===== src/rtl/data_break_arbiter.sv =====
// rtl/data_break_arbiter.sv - Shares the CPU data-break (DMA) path among NCHAN requesters
// Build option: DB_FIXED_PRIORITY_EN selects fixed lowest-index priority instead of round-robin.
module data_break_arbiter #(
  parameter int NCHAN   = 4,
  parameter int TIMEOUT = 4095
) (
  input  logic                clk,
  input  logic                reset_n,
  input  logic [NCHAN-1:0]    req,
  input  logic [NCHAN-1:0]    dir,
  input  logic [15*NCHAN-1:0] addr,
  input  logic [12*NCHAN-1:0] wdata,
  input  logic                break_in_prog,
  input  logic [11:0]         mem_rdata,
  output logic                data_break,
  output logic                to_disk,
  output logic [14:0]         db_addr,
  output logic [11:0]         db_wdata,
  output logic [NCHAN-1:0]    ack,
  output logic [11:0]         rdata,
  output logic [NCHAN-1:0]    grant,
  output logic                stall
);

  localparam int            IW   = (NCHAN > 1) ? $clog2(NCHAN) : 1;
  localparam int            CW   = (TIMEOUT > 4095) ? $clog2(TIMEOUT + 1) : 12;
  localparam logic [CW-1:0] TMO  = CW'(TIMEOUT);

  typedef enum logic [1:0] {IDLE, REQ, ACTIVE, DONE} state_t;

  state_t        state, next_state;
  logic [IW-1:0] ptr;
  logic [IW-1:0] pick_idx;
  logic          pick_valid;
  logic [IW:0]   scan;
  logic [CW-1:0] wait_cnt;

  // Find the first pending channel at or after the priority pointer
  always_comb begin
    pick_valid = 1'b0;
    pick_idx   = '0;
    scan       = '0;
    for (int i = NCHAN - 1; i >= 0; i--) begin
      scan = {1'b0, ptr} + (IW+1)'(i);
      if (scan >= (IW+1)'(NCHAN)) scan = scan - (IW+1)'(NCHAN);
      if (req[scan[IW-1:0]]) begin
        pick_valid = 1'b1;
        pick_idx   = scan[IW-1:0];
      end
    end
  end

  // State register
  always_ff @(posedge clk or negedge reset_n) begin
    if (!reset_n) state <= IDLE;
    else          state <= next_state;
  end

  // Next-state logic and state-decoded outputs
  always_comb begin
    next_state = state;
    data_break = 1'b0;
    ack        = '0;
    case (state)
      IDLE:   if (pick_valid && !break_in_prog) next_state = REQ;
      REQ: begin
        data_break = 1'b1;
        if (break_in_prog) next_state = ACTIVE;
      end
      ACTIVE: if (!break_in_prog) next_state = DONE;
      DONE: begin
        ack        = grant;
        next_state = IDLE;
      end
      default: next_state = IDLE;
    endcase
  end

  // Latch the winner's grant, direction, address and data for the whole break
  always_ff @(posedge clk or negedge reset_n) begin
    if (!reset_n) begin
      grant    <= '0;
      to_disk  <= 1'b0;
      db_addr  <= '0;
      db_wdata <= '0;
    end else if (state == IDLE && next_state == REQ) begin
      grant    <= NCHAN'(1) << pick_idx;
      to_disk  <= dir[pick_idx];
      db_addr  <= addr[15*pick_idx +: 15];
      db_wdata <= wdata[12*pick_idx +: 12];
    end else if (state == DONE) begin
      grant    <= '0;
    end
  end

  // Track memory data while a read break is in progress; the last value is DB2
  always_ff @(posedge clk or negedge reset_n) begin
    if (!reset_n)                                           rdata <= '0;
    else if (state == ACTIVE && break_in_prog && to_disk)   rdata <= mem_rdata;
  end

  // Count cycles waiting in REQ; stall is sticky until the next completion
  always_ff @(posedge clk or negedge reset_n) begin
    if (!reset_n) begin
      wait_cnt <= '0;
      stall    <= 1'b0;
    end else if (state == REQ && next_state == REQ) begin
      if (wait_cnt != TMO)        wait_cnt <= wait_cnt + 1'b1;
      if (wait_cnt == TMO - 1'b1) stall    <= 1'b1;
    end else begin
      wait_cnt <= '0;
      if (next_state == DONE) stall <= 1'b0;
    end
  end

`ifdef DB_FIXED_PRIORITY_EN
  // Fixed priority: the search always starts at channel 0
  assign ptr = '0;
`else
  logic [IW-1:0] winner;

  // Remember the winner and rotate the pointer just past it on completion
  always_ff @(posedge clk or negedge reset_n) begin
    if (!reset_n) begin
      ptr    <= '0;
      winner <= '0;
    end else begin
      if (state == IDLE && next_state == REQ) winner <= pick_idx;
      if (state == DONE) ptr <= (winner == IW'(NCHAN - 1)) ? '0 : winner + 1'b1;
    end
  end
`endif

endmodule


===== config.mk =====
export PLATFORM = sky130hd
export DESIGN_NAME = data_break_arbiter
export DESIGN_NICKNAME = d
export VERILOG_FILES = /design/src/rtl/data_break_arbiter.sv
export SDC_FILE = /design/constraint.sdc
export NUM_CORES = 1
export LEC_CHECK = 0
export CORE_ASPECT_RATIO = 0.6
export CORE_MARGIN = 4
export CORE_UTILIZATION = 35
export DETAILED_ROUTE_END_ITERATION = 12
export MAX_ROUTING_LAYER = met4
export PLACE_DENSITY = 0.7
export SETUP_SLACK_MARGIN = 0.5
export SLEW_MARGIN = 20
export SYNTH_ARGS = -nofsm -noshare
export SYNTH_HDL_FRONTEND = slang
export SYNTH_SLANG_ARGS = --single-unit

===== constraint.sdc =====
create_clock -name clk -period 2.17 [get_ports clk]
set_clock_uncertainty 0.15 [all_clocks]
set_input_delay 0.217 -clock clk [delete_from_list [all_inputs] [get_ports clk]]
set_output_delay 0.217 -clock clk [all_outputs]
set_load 0.05 [all_outputs]

==> qor.csv, run 1 <==
stage;metric;value;unit
route;drc;0;
logic_synthesis;synth_top_area_share;0.4340;
finish;multi_input_area;2200;um^2
sta;min_period;1.904;ns
logic_synthesis;synth_top_area_cell;dfrtp_1;
logic_synthesis;yosysWarnings;0;
clock_tree;cts_tree;built;
floorplan;ios;181;
critical_path;max_stage_delay;0.43;ns
logic_synthesis;synthCells;364;
critical_path;cp_num_buf_inv;2;
finish;area_delta_synth_final;98.17;%
critical_path;arrival;1.97;ns
critical_path;crit_family;compound AO/OA/AOI/OAI gates;
global_route;overflow;0;
route;wl;16390;um
sta;setup_viol;0;
min_path;holdCritPathClass;in2async;
clock_tree;cts.htree.levels;3;
critical_path;worst-setup-path-type;reg2reg;
finish;num-fill-cells;693;
finish;final-seq-area;1582;um^2
logic_synthesis;syn_area_per_cell;9.979;um^2
route;ant_nets;0;
critical_path;cp_cell_sequence;buf_6, nand3b_1, o2111ai_4, o31ai_4, buf_4, a221oi_2, a31oi_1;
sta;fmax;525.3;MHz
logic_synthesis;synthTopCellsByArea;dfrtp_1 43%, a221oi_2 9.1%, nand3_1 9.1%;
logic_synthesis;synthesis.area;3632;um^2
logic_synthesis;synth_edf_count;0;
clock_tree;clock_path_buffers;2;
finish;finalNonFillerCells;745;
clock_tree;clock_latency;0.34;ns
floorplan;core;9985;um^2
clock_tree;cts_root_buffer;clkbuf_16;
floorplan;row_count;28;
finish;fin_nets;739;
sta;finalHoldViolations;0;
critical_path;critPathLaunchType;flip-flop;
clock_tree;cts.clk_slew.worst_paths;0.06;ns
finish;drive_gt1_frac;0.3443;
route;vias_per_cell;5.604;
global_route;antenna_found_initial;0;
place;place_inst;677;
power;power.density;1292;nW/um^2
run_status;outcome;completed;
route;dr.pass1.iters;5;
logic_synthesis;synthDistinctLibCells;47;
logic_synthesis;yosys_register_bits;63;
critical_path;cp_slowest_cell;dfrtp_2;
sta;final_max_slew_viol_count;0;
logic_synthesis;yosysSeqAreaShare;0.4340;
global_route;grt_use_total;0.2710;
sta;maxSlewHeadroom;0.6388;
finish;antenna_cells;0;
clock_tree;numCtsBuffers;9;
power;total_power;9.297;mW
sta;worst_hold_slack;0.2136;ns
sta;finalCritPeriodShare;0.8772;
sta;rsz0062_at_grt;yes;
floorplan;die_w;139.5;um
critical_path;path_max_fanout;5;
route;detail_route.wl_per_cell;22.00;um
sta;worst_slew_pin_slew;0.5440;ns
critical_path;crit_required;2.23;ns
floorplan;dieArea;12130;um^2
finish;stdcell_area;7198;um^2
logic_synthesis;synthFlopType;dfrtp_1;
floorplan;initial_utilization;0.3638;
critical_path;crit_path_end_kind;flip-flop;
place;gp_congestion;0.8831;
logic_synthesis;syn-num-nets;498;
global_route;grt_pass1_wl;24500;um
power;p_leak;3.003;nW
power;vdd_ir_drop_max;0.9238;mV
route;drtIter0Drc;266;
place;dpl.hpwl;9725;um
global_route;grt_pass1_vias;4290;
place;placed_area;5722;um^2
place;portBuffers;180;
logic_synthesis;synthArstFlopShare;1.000;
clock_tree;cts_sinks;63;
flow_run;maxCapViolations;0;
global_route;grt_max_degree;47;
floorplan;die_h;86.91;um
route;vias;4175;
sta;fin_tns_setup;0;ns
[where the power goes]
part / total (mW) / switching (mW) / internal (mW)
clock: 1.83 / 0.585 / 1.24
sequential: 1.90 / 0.276 / 1.62
combinational: 5.57 / 3.32 / 2.25
total: 9.30 / 4.18 / 5.12
[final timing paths]
path | start | to | slack (ns) | depth (start not counted)
setup reg to reg | ptr[0] | db_wdata[0] | 0.27 | 7
hold / removal | reset_n | db_addr[14] | 0.21 | 2
setup / recovery | ptr[0] | db_wdata[0] | 0.27 | 7
hold reg to reg | rdata[9] | rdata[9] | 0.35 | 1
min in group clk | break_in_prog | state[0] | 0.25 | 3
max in group asynchronous | reset_n | wait_cnt[2] | 1.02 | 3
[logic make-up (layout without fill, tap and decap cells)]
family                   after synthesis  after routing  share of synthesized area
AO/OA/AOI/OAI                         84             85                     0.2177
adder cells (fa/ha/maj)                3              3                    0.01034
multiplexers                          14             14                    0.04306
AND/OR/NAND/NOR                      152            152                     0.2067
flip-flops                            63             63                     0.4340
XOR/XNOR                              10             10                    0.02411
buffers and inverters                 38            283                    0.06407
[flip-flops by register name (all words and copies together) (netlist names)]
register / count
rdata: 12
wait_cnt: 12
ptr: 2
db_addr: 15
winner: 2
db_wdata: 12
grant: 4
to_disk: 1
stall: 1
state: 2
[synth_stat cells, types with 3 or more instances]
cell	n
buf_2	9
a21oi_1	7
o21ai_0	5
clkbuf_1	8
a221oi_1	6
nor2_1	43
a31oi_1	28
buf_6	5
mux2_2	13
inv_1	4
and3_1	5
nand3_1	66
a221oi_2	22
buf_4	11
dfrtp_1	63
ha_1	3
and4_1	4
nand4_1	5
xor2_1	9
nand2_1	16
[cell type report]
class,count,share of cell area
multi-input combinational,264,0.3056
clock inverter,7,0.02016
tap,135,0.02347
sequential,63,0.2197
inverter,5,0.002607
clock buffer,9,0.03129
timing repair buffer,262,0.3972
[through the flow]
step                setup WS [ns]  utilization
floorplan                  0.4396            -
global route               0.2051       0.7209
CTS                        0.2837       0.6970
global placement          -0.3407       0.5719
detailed placement        -0.2770       0.5731
finish                     0.2664       0.7209
[cells in the final DEF (no fill, tap or decap), drive strengths merged, types with 7 or more instances in the layout]
master         count
a21oi              8
a221oi            28
a31oi             28
buf               85
clkbuf            12
clkdlybuf4s50    124
dfrtp             63
dlygate4sd2       49
mux2              13
nand2             16
nand3             66
nor2              43
o21ai              7
xor2               9
[per-layer routing]
layer	up-vias	global-route usage	part of all wire
met5	-	-	0
met3	30	0.08009	0.075
li1	1875	-	-
met2	187	0.4080	0.45
met1	2083	0.3620	0.45
met4	0	0.06838	0.018
[timing repair]
action | CTS | global route
hold endpoints to repair | 17 | 0
buffers inserted | 23 | 10
setup endpoints to repair | 96 | 60
gates resized for setup | 153 | 40
hold buffers | 1 | 0
pin swaps | 64 | 32
cloned | 16 | 2
No activity file was read; power rests on OpenSTA's default activity.
==> inputs of run 2 (changes only) <==
- CORE_MARGIN: 4 -> default
==> run 2 against run 1 <==
Sequential share of layout area down 0.17 points; via count grew 1.4%; first-iteration DRC count grew 31%; utilization up 0.55 points; highest routed layer unchanged; largest power group unchanged; sequential power grew 3%; setup slack got worse by 0.072 ns; critical path type unchanged; count of clock-buffer cells in the layout unchanged; routed wire length fell by 0.57%; cell count stayed put; die area down 11%.
==> qor.csv, run 2 (synthesis gave the netlist of run 1 again) <==
stage;metric;value;unit;change
place;placed_area;5695;um^2;was 5722 um^2
power;power.density;1235;nW/um^2;was 1292 nW/um^2
place;place_ws;-0.3653;ns;was -0.2770 ns
route;dr.pass1.iters;5;;unchanged
finish;post-route-util;0.7264;;was 0.7209
critical_path;path_max_fanout;7;;was 5
place;dpl.hpwl;9256;um;was 9725 um
critical_path;worst-setup-path-type;reg2reg;;unchanged
finish;area_delta_synth_final;99.69;%;was 98.17%
clock_tree;cts.clk_slew.worst_paths;0.06;ns;about the same
route;drtIter0Drc;349;;was 266
clock_tree;cts_sinks;63;;unchanged
place;gp_congestion;0.9295;;was 0.8831
sta;worst_slew_pin_slew;0.6748;ns;was 0.5440 ns
sta;worst_hold_slack;0.3071;ns;was 0.2136 ns
finish;layout_common_cells;124 x clkdlybuf4s50_1, 59 x dfrtp_1, 47 x dlygate4sd2_1;;was 124 x clkdlybuf4s50_1, 59 x dfrtp_1, 49 x dlygate4sd2_1
floorplan;initial_utilization;0.3638;;unchanged
clock_tree;cts_root_buffer;clkbuf_16;;unchanged
route;ant_nets;0;;unchanged
sta;setup_viol;0;;unchanged
finish;top_register;db_addr;;unchanged
min_path;holdCritPathClass;in2async;;unchanged
global_route;grt_use_total;0.2973;;was 0.2710
run_status;outcome;completed;;unchanged
global_route;grt_max_degree;26;;was 47
power;p_seq_frac;0.218;;was 0.204
finish;final_common_cell;clkdlybuf4s50_1;;unchanged
critical_path;critPathLaunchType;flip-flop;;unchanged
global_route;grt_pass1_wl;23130;um;was 24500 um
sta;fin_ws;0.1948;ns;was 0.2664 ns
power;vdd_ir_drop_max;0.6026;mV;was 0.9238 mV
finish;drive_gt1_frac;0.3803;;was 0.3443
finish;antenna_cells;0;;unchanged
floorplan;dieArea;10800;um^2;was 12130 um^2
sta;min_period;1.975;ns;was 1.904 ns
floorplan;ios;181;;unchanged
global_route;antenna_found_initial;0;;unchanged
route;vias;4232;;was 4175
floorplan;die_w;133.5;um;was 139.5 um
global_route;overflow;0;;unchanged
power;power.switching;4.279;mW;was 4.179 mW
sta;finalHoldViolations;0;;unchanged
sta;finalCritPeriodShare;0.9102;;was 0.8772
floorplan;core;9985;um^2;unchanged
clock_tree;cts.htree.levels;3;;unchanged
finish;stdcell_area;7253;um^2;was 7198 um^2
route;drc;0;;unchanged
sta;maxSlewHeadroom;0.5501;;was 0.6388
route;wl;16300;um;was 16390 um
power;total_power;8.961;mW;was 9.297 mW
route;detail_route.wl_per_cell;21.88;um;was 22.00 um
sta;fmax;506.3;MHz;was 525.3 MHz
route;vias_per_cell;5.681;;was 5.604
finish;fin_nets;739;;unchanged
critical_path;arrival;2.07;ns;was 1.97 ns
sta;final_max_slew_viol_count;0;;unchanged
sta;rsz0062_at_grt;yes;;unchanged
power;swShare;0.4775;;was 0.4495
finish;largest_register_ffs;15;;unchanged
clock_tree;clock_path_buffers;2;;unchanged
place;portBuffers;180;;unchanged
clock_tree;numCtsBuffers;9;;unchanged
floorplan;die_h;80.91;um;was 86.91 um
power;p_int;4.682;mW;was 5.118 mW
global_route;grt_pass1_vias;4126;;was 4290
flow_run;maxCapViolations;0;;unchanged
power;p_leak;3.007;nW;was 3.003 nW
critical_path;crit_path_end_kind;flip-flop;;unchanged
power;p_comb_frac;0.627;;was 0.599
clock_tree;cts_tree;built;;unchanged
floorplan;row_count;28;;unchanged
power;p_clk_frac;0.155;;was 0.197
critical_path;crit_required;2.26;ns;was 2.23 ns
clock_tree;clock_latency;0.34;ns;about the same
run 2: worst max-delay path, cell delays in order (launching register included):
cell and delay, ns:
dfrtp_2 0.47, buf_4 0.14, inv_2 0.04, a21oi_2 0.22, o32a_4 0.30, buf_6 0.13, buf_16 0.13, nand3_2 0.08
a31oi_1 0.22
run 2: path summary, 6_finish.rpt:
check | startpoint | end | slack, ns | cells past startpoint
worst min-delay path | reset_n | grant[3] | 0.31 | 2
worst max-delay path | ptr[0] | db_wdata[1] | 0.19 | 8
min in group clk | wdata[3] | db_wdata[3] | 0.31 | 3
max in group asynchronous | reset_n | wait_cnt[2] | 0.99 | 3
worst max register to register | ptr[0] | db_wdata[1] | 0.19 | 8
worst min register to register | rdata[7] | rdata[7] | 0.35 | 1
run 2: area by class of cell:
cell class | instances | area (um^2)
well taps | 135 | 168.9
flip-flops and latches | 63 | 1582
fillers | 660 | 2731
inverters | 5 | 18.77
repair buffers | 262 | 2861
clock buffers | 9 | 225.2
multi-input cells | 264 | 2338
clock inverters | 7 | 58.81
run 2: repair_timing:
item	4_1_cts	5_1_grt
hold buffers	1	0
endpoints found under the setup margin	90	65
hold endpoints to repair	21	0
pin swaps	52	62
gates resized for setup	151	63
cloned	11	4
buffers inserted	28	11
run 2: metal layers:
layer  vias to the layer above  global-route usage  wire length [um]
met2                       249              0.4521              7393
met5                         -                   -                 0
met1                      2074              0.3804              7009
met3                        42             0.09051              1497
li1                       1867                   -                 -
met4                         0             0.09432               398
run 2: stage by stage:
step                std cells  TNS (ns)
floorplan                 364         0
global placement          674    -5.892
detailed placement        674    -7.075
CTS                       730         0
global route              745         0
finish                    745         0
run 2: power by group through the flow:
stage	sequential, mW	combinational (mW)	clock [mW]
after global placement	1.94	4.17	0
after detailed placement	1.97	4.22	0
after global routing	2.01	5.83	1.47
after CTS	1.91	5.09	1.39
final	1.96	5.62	1.39
after floorplan	3.29	1.32	0
